File: src/rtl/fft16_pkg.sv
// Shared types and helpers for the 16-point FFT sequencer: state encoding,
// transform size constants and the load-address bit reversal.
package fft16_pkg;

  localparam int unsigned FFT_LOG2N = 4;
  localparam int unsigned FFT_N     = 1 << FFT_LOG2N;

  typedef enum logic [2:0] {
    ST_IDLE,
    ST_LOAD,
    ST_CALC,
    ST_DRAIN,
    ST_UNLOAD,
    ST_DONE
  } state_e;

  function automatic logic [FFT_LOG2N-1:0] bitrev(input logic [FFT_LOG2N-1:0] x);
    logic [FFT_LOG2N-1:0] r;
    r = '0;
    for (int unsigned i = 0; i < FFT_LOG2N; i++) begin
      r[i] = x[FFT_LOG2N-1-i];
    end
    return r;
  endfunction

endpackage

File: src/rtl/fft16_bf_addr_gen.sv
// Radix-2 DIT butterfly address generator: maps (stage, butterfly index) to the
// top/bottom operand addresses and the twiddle ROM index. Purely combinational.
module fft16_bf_addr_gen #(
  parameter int unsigned LOG2N = 4
) (
  input  logic [1:0]       stage_i,
  input  logic [LOG2N-2:0] bf_i,
  output logic [LOG2N-1:0] a_o,
  output logic [LOG2N-1:0] b_o,
  output logic [LOG2N-2:0] tw_o
);

  logic [LOG2N-1:0] bfx;
  logic [LOG2N-1:0] half;
  logic [LOG2N-1:0] pos;
  logic [LOG2N-1:0] grp;
  logic [LOG2N-1:0] tw_full;
  logic [2:0]       sh_grp;
  logic [2:0]       sh_tw;

  always_comb begin
    bfx     = {1'b0, bf_i};
    half    = LOG2N'(1) << stage_i;
    pos     = bfx & (half - LOG2N'(1));
    grp     = bfx >> stage_i;
    sh_grp  = {1'b0, stage_i} + 3'd1;
    sh_tw   = 3'(LOG2N - 1) - {1'b0, stage_i};
    a_o     = (grp << sh_grp) | pos;
    b_o     = a_o + half;
    tw_full = pos << sh_tw;
    tw_o    = tw_full[LOG2N-2:0];
  end

endmodule

File: src/rtl/fft16_sequencer.sv
// Control FSM for the 16-point radix-2 DIT FFT: bit-reversed load, 4x8 paced
// butterfly issues with a drain gap per stage, then natural-order unload.
module fft16_sequencer
  import fft16_pkg::*;
#(
  parameter int unsigned LOG2N      = FFT_LOG2N,
  parameter int unsigned BF_LATENCY = 3,
  parameter int unsigned DIV_LOG2   = 0
) (
  input  logic             i_clk,
  input  logic             i_rst,
  input  logic             i_start,
  input  logic             i_in_valid,
  output logic             o_in_ready,
  output logic             o_ld_we,
  output logic [LOG2N-1:0] o_ld_addr,
  output logic             o_bf_issue,
  output logic [LOG2N-1:0] o_bf_addr_a,
  output logic [LOG2N-1:0] o_bf_addr_b,
  output logic [LOG2N-2:0] o_bf_tw_idx,
  output logic [1:0]       o_bf_stage,
  output logic             o_rd_en,
  output logic [LOG2N-1:0] o_rd_addr,
  output logic             o_out_last,
  input  logic             i_out_ready,
  output logic             o_busy,
  output logic             o_done
);

  localparam int unsigned PW = (DIV_LOG2 > 0) ? DIV_LOG2 : 1;
  localparam logic [PW-1:0] PMAX = PW'((1 << DIV_LOG2) - 1);
  localparam int unsigned DW = $clog2(BF_LATENCY + 1);
  localparam logic [DW-1:0] DLAST = DW'(BF_LATENCY - 1);
  localparam logic [LOG2N-1:0] CNT_LAST = LOG2N'(FFT_N - 1);
  localparam logic [LOG2N-2:0] BF_LAST = '1;
  localparam logic [1:0] S_LAST = 2'(LOG2N - 1);

  state_e           state_q, state_d;
  logic [LOG2N-1:0] n_q, n_d;
  logic [LOG2N-2:0] bf_q, bf_d;
  logic [1:0]       s_q, s_d;
  logic [LOG2N-1:0] m_q, m_d;
  logic [DW-1:0]    dr_q, dr_d;
  logic [PW-1:0]    pr_q, pr_d;

  logic             issue_q, issue_d;
  logic [LOG2N-1:0] addr_a_q, addr_b_q;
  logic [LOG2N-2:0] tw_q;
  logic [1:0]       stage_q;

  logic [LOG2N-1:0] gen_a, gen_b;
  logic [LOG2N-2:0] gen_tw;

  always_comb begin
    state_d = state_q;
    n_d     = n_q;
    bf_d    = bf_q;
    s_d     = s_q;
    m_d     = m_q;
    dr_d    = dr_q;
    pr_d    = pr_q;
    unique case (state_q)
      ST_IDLE: begin
        if (i_start) begin
          state_d = ST_LOAD;
          n_d     = '0;
        end
      end
      ST_LOAD: begin
        if (i_in_valid) begin
          n_d = n_q + LOG2N'(1);
          if (n_q == CNT_LAST) begin
            state_d = ST_CALC;
            s_d     = '0;
            bf_d    = '0;
            pr_d    = '0;
          end
        end
      end
      ST_CALC: begin
        pr_d = (pr_q == PMAX) ? '0 : pr_q + PW'(1);
        if (pr_q == '0) begin
          if (bf_q == BF_LAST) begin
            state_d = ST_DRAIN;
            dr_d    = '0;
          end else begin
            bf_d = bf_q + (LOG2N-1)'(1);
          end
        end
      end
      ST_DRAIN: begin
        dr_d = dr_q + DW'(1);
        if (dr_q == DLAST) begin
          if (s_q == S_LAST) begin
            state_d = ST_UNLOAD;
            m_d     = '0;
          end else begin
            state_d = ST_CALC;
            s_d     = s_q + 2'd1;
            bf_d    = '0;
            pr_d    = '0;
          end
        end
      end
      ST_UNLOAD: begin
        if (i_out_ready) begin
          m_d = m_q + LOG2N'(1);
          if (m_q == CNT_LAST) state_d = ST_DONE;
        end
      end
      ST_DONE: state_d = ST_IDLE;
      default: state_d = ST_IDLE;
    endcase
  end

  // Issue is decided one cycle early from next-state values so the registered
  // op lands on the very cycle CALC is entered.
  assign issue_d = (state_d == ST_CALC) && (pr_d == '0);

  fft16_bf_addr_gen #(
    .LOG2N(LOG2N)
  ) u_addr_gen (
    .stage_i(s_d),
    .bf_i   (bf_d),
    .a_o    (gen_a),
    .b_o    (gen_b),
    .tw_o   (gen_tw)
  );

  always_ff @(posedge i_clk) begin
    if (i_rst) begin
      state_q  <= ST_IDLE;
      n_q      <= '0;
      bf_q     <= '0;
      s_q      <= '0;
      m_q      <= '0;
      dr_q     <= '0;
      pr_q     <= '0;
      issue_q  <= 1'b0;
      addr_a_q <= '0;
      addr_b_q <= '0;
      tw_q     <= '0;
      stage_q  <= '0;
    end else begin
      state_q <= state_d;
      n_q     <= n_d;
      bf_q    <= bf_d;
      s_q     <= s_d;
      m_q     <= m_d;
      dr_q    <= dr_d;
      pr_q    <= pr_d;
      issue_q <= issue_d;
      if (issue_d) begin
        addr_a_q <= gen_a;
        addr_b_q <= gen_b;
        tw_q     <= gen_tw;
        stage_q  <= s_d;
      end
    end
  end

  assign o_in_ready  = (state_q == ST_LOAD);
  assign o_ld_we     = o_in_ready & i_in_valid;
  assign o_ld_addr   = bitrev(n_q);
  assign o_bf_issue  = issue_q;
  assign o_bf_addr_a = addr_a_q;
  assign o_bf_addr_b = addr_b_q;
  assign o_bf_tw_idx = tw_q;
  assign o_bf_stage  = stage_q;
  assign o_rd_en     = (state_q == ST_UNLOAD);
  assign o_rd_addr   = m_q;
  assign o_out_last  = o_rd_en && (m_q == CNT_LAST);
  assign o_busy      = (state_q != ST_IDLE);
  assign o_done      = (state_q == ST_DONE);

endmodule
File: config.mk
export PLATFORM = sky130hd
export DESIGN_NAME = fft16_sequencer
export DESIGN_NICKNAME = d
export VERILOG_FILES = /design/src/rtl/fft16_pkg.sv /design/src/rtl/fft16_bf_addr_gen.sv /design/src/rtl/fft16_sequencer.sv
export SDC_FILE = /design/constraint.sdc
export NUM_CORES = 1
export LEC_CHECK = 0
export ABC_AREA = 0
export CAP_MARGIN = 10
export CORE_UTILIZATION = 54
export CTS_BUF_LIST = sky130_fd_sc_hd__clkbuf_8
export DETAILED_ROUTE_END_ITERATION = 6
export PLACE_DENSITY = 0.82
export RECOVER_POWER = 25
export SLEW_MARGIN = 25
export SYNTH_ARGS = -nofsm -noshare
export SYNTH_HDL_FRONTEND = slang
export SYNTH_SLANG_ARGS = --single-unit
export TNS_END_PERCENT = 100
File: constraint.sdc
create_clock -name i_clk -period 4.2 [get_ports i_clk]
set_clock_uncertainty 0.05 [all_clocks]
set_input_delay 0.84 -clock i_clk [delete_from_list [all_inputs] [get_ports i_clk]]
set_output_delay 0.84 -clock i_clk [all_outputs]
set_load 0.005 [all_outputs]
==> tab_implementation.tex <==
\begin{tabular}{lr}
\hline
Metric & Value \\
\hline
\multicolumn{2}{l}{\textbf{Status}} \\
\quad Result of the run & finished clean \\
\multicolumn{2}{l}{\textbf{Worst hold path}} \\
\quad Hold/Removal Path Class & reg2reg \\
\multicolumn{2}{l}{\textbf{Final layout}} \\
\quad ANT cells & 0 \\
\quad Post-route design area & roughly 2200 um\^{}2 \\
\quad Fraction of final layout cells sized beyond drive strength 1 & 0.06226 \\
\quad Post-layout utilization of the core & 0.7132 \\
\quad Layout overhead on the synthesized area & 22.04\% \\
\quad Total number of nets in the final design & between 200 and 300 \\
\multicolumn{2}{l}{\textbf{Timing}} \\
\quad Period Utilization, post-route & 0.9103 \\
\quad Actual transition at the worst max-transition pin & 0.6845 ns \\
\quad Max Fclk & around 260 MHz \\
\quad Final setup fails & 0 \\
\quad Final total negative setup slack & 0 ns \\
\quad Number of hold violations in the final report & 0 \\
\quad Pins Over Slew Limit & 0 \\
\quad Final min period & $\sim$3.8 ns \\
\quad Relative max-transition margin & 0.5427 \\
\quad RSZ-0062 raised after global routing & false \\
\multicolumn{2}{l}{\textbf{Worst setup path}} \\
\quad Cell class contributing the biggest share of worst-path delay & simple AND/OR/NAND/NOR gates \\
\quad Dominant cell type by count on the critical path & ha\_1 \\
\quad Max incr delay on CP & 0.48 ns \\
\quad List of cells traversed by the critical path & clkdlybuf4s50\_1 -> and4\_1 -> and2\_1 -> or2\_1 -> inv\_2 -> ha\_1 -> nor2\_1 -> nand4\_1 -> o21ai\_0 -> ha\_1 -> a21o\_1 -> a21oi\_1 -> or3\_1 -> a311oi\_2 \\
\quad Start point of the critical path & i\_in\_valid \\
\quad Slowest cell on the critical path & clkdlybuf4s50\_1 \\
\quad Number of buffer and inverter stages on the critical path & 2 \\
\quad Crit path DAT & $\sim$4 ns \\
\quad Worst Reg2Reg Path Length in Cells & 13 \\
\quad Setup slack on the worst flop-to-flop path & 0.38 ns \\
\quad Total number of cells along the worst setup path & 14 \\
\quad Category of the worst setup path capture point & flip-flop \\
\quad Category of the critical setup timing path & in2reg \\
\quad Critical path peak fanout & 8 \\
\quad Reg2reg end & o\_bf\_addr\_b[3] \\
\quad Critical path capture point & o\_bf\_addr\_b[3] \\
\quad Element type at the critical path start & input pin \\
\quad Required time of the worst setup path & 4.35 ns \\
\quad RR Startpoint & state\_q[0] \\
\multicolumn{2}{l}{\textbf{Clocking}} \\
\quad Post-CTS Resized & 0 \\
\quad Clock-pin transition on the worst setup and hold timing paths & 0.06 ns \\
\quad Clk\_lat worst skew & 0.29 ns \\
\quad Clock tree from TritonCTS & yes \\
\quad CTS Sinks & 33 \\
\quad Number of clock buffers inserted by TritonCTS & 5 \\
\quad Post-CTS Setup Inserts & 0 \\
\quad H-Tree Depth & 2 \\
\quad CTS Hold Buffers Added & 0 \\
\quad CTS root buf & clkbuf\_8 \\
\quad Max Buffers Root-to-Sink & 2 \\
\multicolumn{2}{l}{\textbf{Yosys}} \\
\quad Count of cell types in the netlist & 49 \\
\quad Share of async-settable or async-resettable flops after synthesis & 0 \\
\quad Most used flip-flop cell after synthesis & dfxtp\_1 \\
\quad Number of register bits inferred by synthesis & 33 \\
\quad Count of flip-flops with a built-in enable after synthesis & 0 \\
\quad Synthesized Nets & 242 \\
\quad Post-synthesis area per instance & 8.161 um\^{}2 \\
\quad Sequential area share after synthesis & 0.3614 \\
\quad Cell area after technology mapping & 1828 um\^{}2 \\
\quad Synthesis Warnings & 0 \\
\quad Count of mapped cells out of synthesis & 224 \\
\multicolumn{2}{l}{\textbf{Floorplan}} \\
\quad Area enclosed by the die boundary & 3622 um\^{}2 \\
\quad Count of standard-cell rows & 20 \\
\quad Vert. Die Dim & 60.18 um \\
\quad Starting density of the core & 0.5844 \\
\quad Width of the chip & 60.18 um \\
\quad Top-level I/O count & 33 \\
\quad Std-Cell Core Area & between 3000 and 4000 um\^{}2 \\
\multicolumn{2}{l}{\textbf{Global route}} \\
\quad Vias in the first global route & between 1000 and 1500 \\
\quad Initial antenna violation count & 0 \\
\quad Overall global routing resource usage & 0.2399 \\
\quad First-pass GRT wire length & between 6000 and 7000 um \\
\quad Residual overflow from global routing & 0 \\
\quad Largest net degree at the start of global routing & 32 \\
\multicolumn{2}{l}{\textbf{Place}} \\
\quad Detailed-placement wirelength estimate & 2791 um \\
\quad Gp weighted congestion & 0.8802 \\
\quad Number of buffers inserted by port buffering & 32 \\
\quad Placed Area & between 2000 and 2500 um\^{}2 \\
\multicolumn{2}{l}{\textbf{Pwr}} \\
\quad Worst-case vdd ir drop & between 0.2 and 0.3 mV \\
\quad Leak Pwr & 0.8521 nW \\
\quad Final total power & 0.0005704 W \\
\quad Power Density & 255.7 nW/um\^{}2 \\
\multicolumn{2}{l}{\textbf{Routing}} \\
\quad DR pass1 iterations & 4 \\
\quad WL per Instance & $\sim$13 um \\
\quad Via/cell ratio & 5.522 \\
\quad WL final & 3844 um \\
\quad Antenna viol nets, final & 0 \\
\quad DRC violations left & 0 \\
\quad DR vias & 1662 \\
\quad Iter 0 DRT Violations & 93 \\
\multicolumn{2}{l}{\textbf{Run}} \\
\quad Max-cap violation count & 0 \\
\hline
\end{tabular}
-- cell usage in the layout (no fill, tap or decap), drive strengths merged, types with 3 or more instances in the layout --
cell	count
a211oi	3
a21oi	24
clkbuf	6
clkdlybuf4s50	30
dfxtp	33
ha	12
inv	10
nand2	27
nand3	7
nor2	32
nor3	5
nor3b	3
o211ai	5
o21ai	7
or2	3
or3	3
xnor2	3
xor2	5
-- Yosys cell counts (all sizes together), types with 3 or more instances --
cell	instances	area (um^2)
nor2	32	120.1
or2	3	18.77
inv	9	33.79
clkbuf	4	15.01
dfxtp	33	660.6
nand2	27	101.4
nand3	7	35.03
o211ai	5	42.54
xor2	5	43.79
xnor2	3	26.28
buf	5	30.02
a211oi	3	22.52
a21oi	24	120.1
o21ai	7	35.03
nor3b	3	38.79
or3	3	18.77
ha	12	150.1
nor3	5	25.02
-- tightest hold or removal path, stage by stage, from the launching register on --
cell     delay, ns
dfxtp_1       0.30
nand2_1       0.05
a21oi_1       0.05
-- final cells by class --
| cell class | count | area (um^2) |
|---|---|---|
| fill | 265 | 897.1 |
| clock inverter | 3 | 13.76 |
| timing repair buffer | 34 | 326.6 |
| multi-input combinational | 173 | 1072 |
| sequential | 33 | 660.6 |
| clock buffer | 5 | 68.82 |
| tap | 44 | 55.05 |
| inverter | 9 | 33.78 |
-- through the flow --
stage | std cells | setup slack, ns | hold WS (ns)
after floorplan | 224 | 0.7689 | 0.3982
after global placement | 293 | 0.1728 | 0.3889
after detailed placement | 293 | 0.1403 | 0.3977
after CTS | 301 | 0.4097 | 0.4069
after global routing | 301 | 0.1086 | 0.4294
final | 301 | 0.3768 | 0.4009
-- flip-flops by register name, summed over array words and instances (netlist names) --
| signal | count |
|---|---|
| bf_q | 3 |
| o_rd_addr | 4 |
| pr_q | 1 |
| o_bf_tw_idx | 3 |
| o_bf_stage | 2 |
| s_q | 2 |
| o_bf_addr_a | 4 |
| state_q | 3 |
| dr_q | 2 |
| n_q | 4 |
| o_bf_issue | 1 |
| o_bf_addr_b | 4 |
-- how the worst min path moves through the flow --
stage               depth (start not counted)  slack [ns]      startpoint        endpoint
floorplan                                   2        0.40  o_bf_tw_idx[0]  o_bf_tw_idx[0]
global placement                            2        0.39  o_bf_tw_idx[0]  o_bf_tw_idx[0]
detailed placement                          2        0.40  o_bf_addr_b[1]  o_bf_addr_b[1]
CTS                                         2        0.41  o_bf_addr_b[1]  o_bf_addr_b[1]
global route                                2        0.43  o_bf_addr_a[3]  o_bf_addr_a[3]
finish                                      2        0.40  o_bf_addr_b[0]  o_bf_addr_b[0]
-- power by group --
| group | internal [W] | leakage, nW | switching, W |
|---|---|---|---|
| sequential | 0.000314 | 0.266 | 0.00000363 |
| combinational | 0.0000118 | 0.537 | 0.0000141 |
| clock | 0.000112 | 0.0491 | 0.000114 |
-- cell families after synthesis --
kind of cell             synth area share
buffers and inverters             0.04312
AO/OA/AOI/OAI                      0.1834
XOR/XNOR                          0.03833
flip-flops                         0.3614
adder cells (fa/ha/maj)           0.09309
multiplexers                     0.005476
AND/OR/NAND/NOR                    0.2752
-- metal layers --
metal	part of all wire	vias to the layer above	track usage
met2	0.45	36	0.3830
met1	0.50	768	0.3147
li1	-	852	-
met3	0.041	6	0.05844
met4	0.011	0	0.07973
met5	0	-	0
No activity file was read; power rests on OpenSTA's default activity.
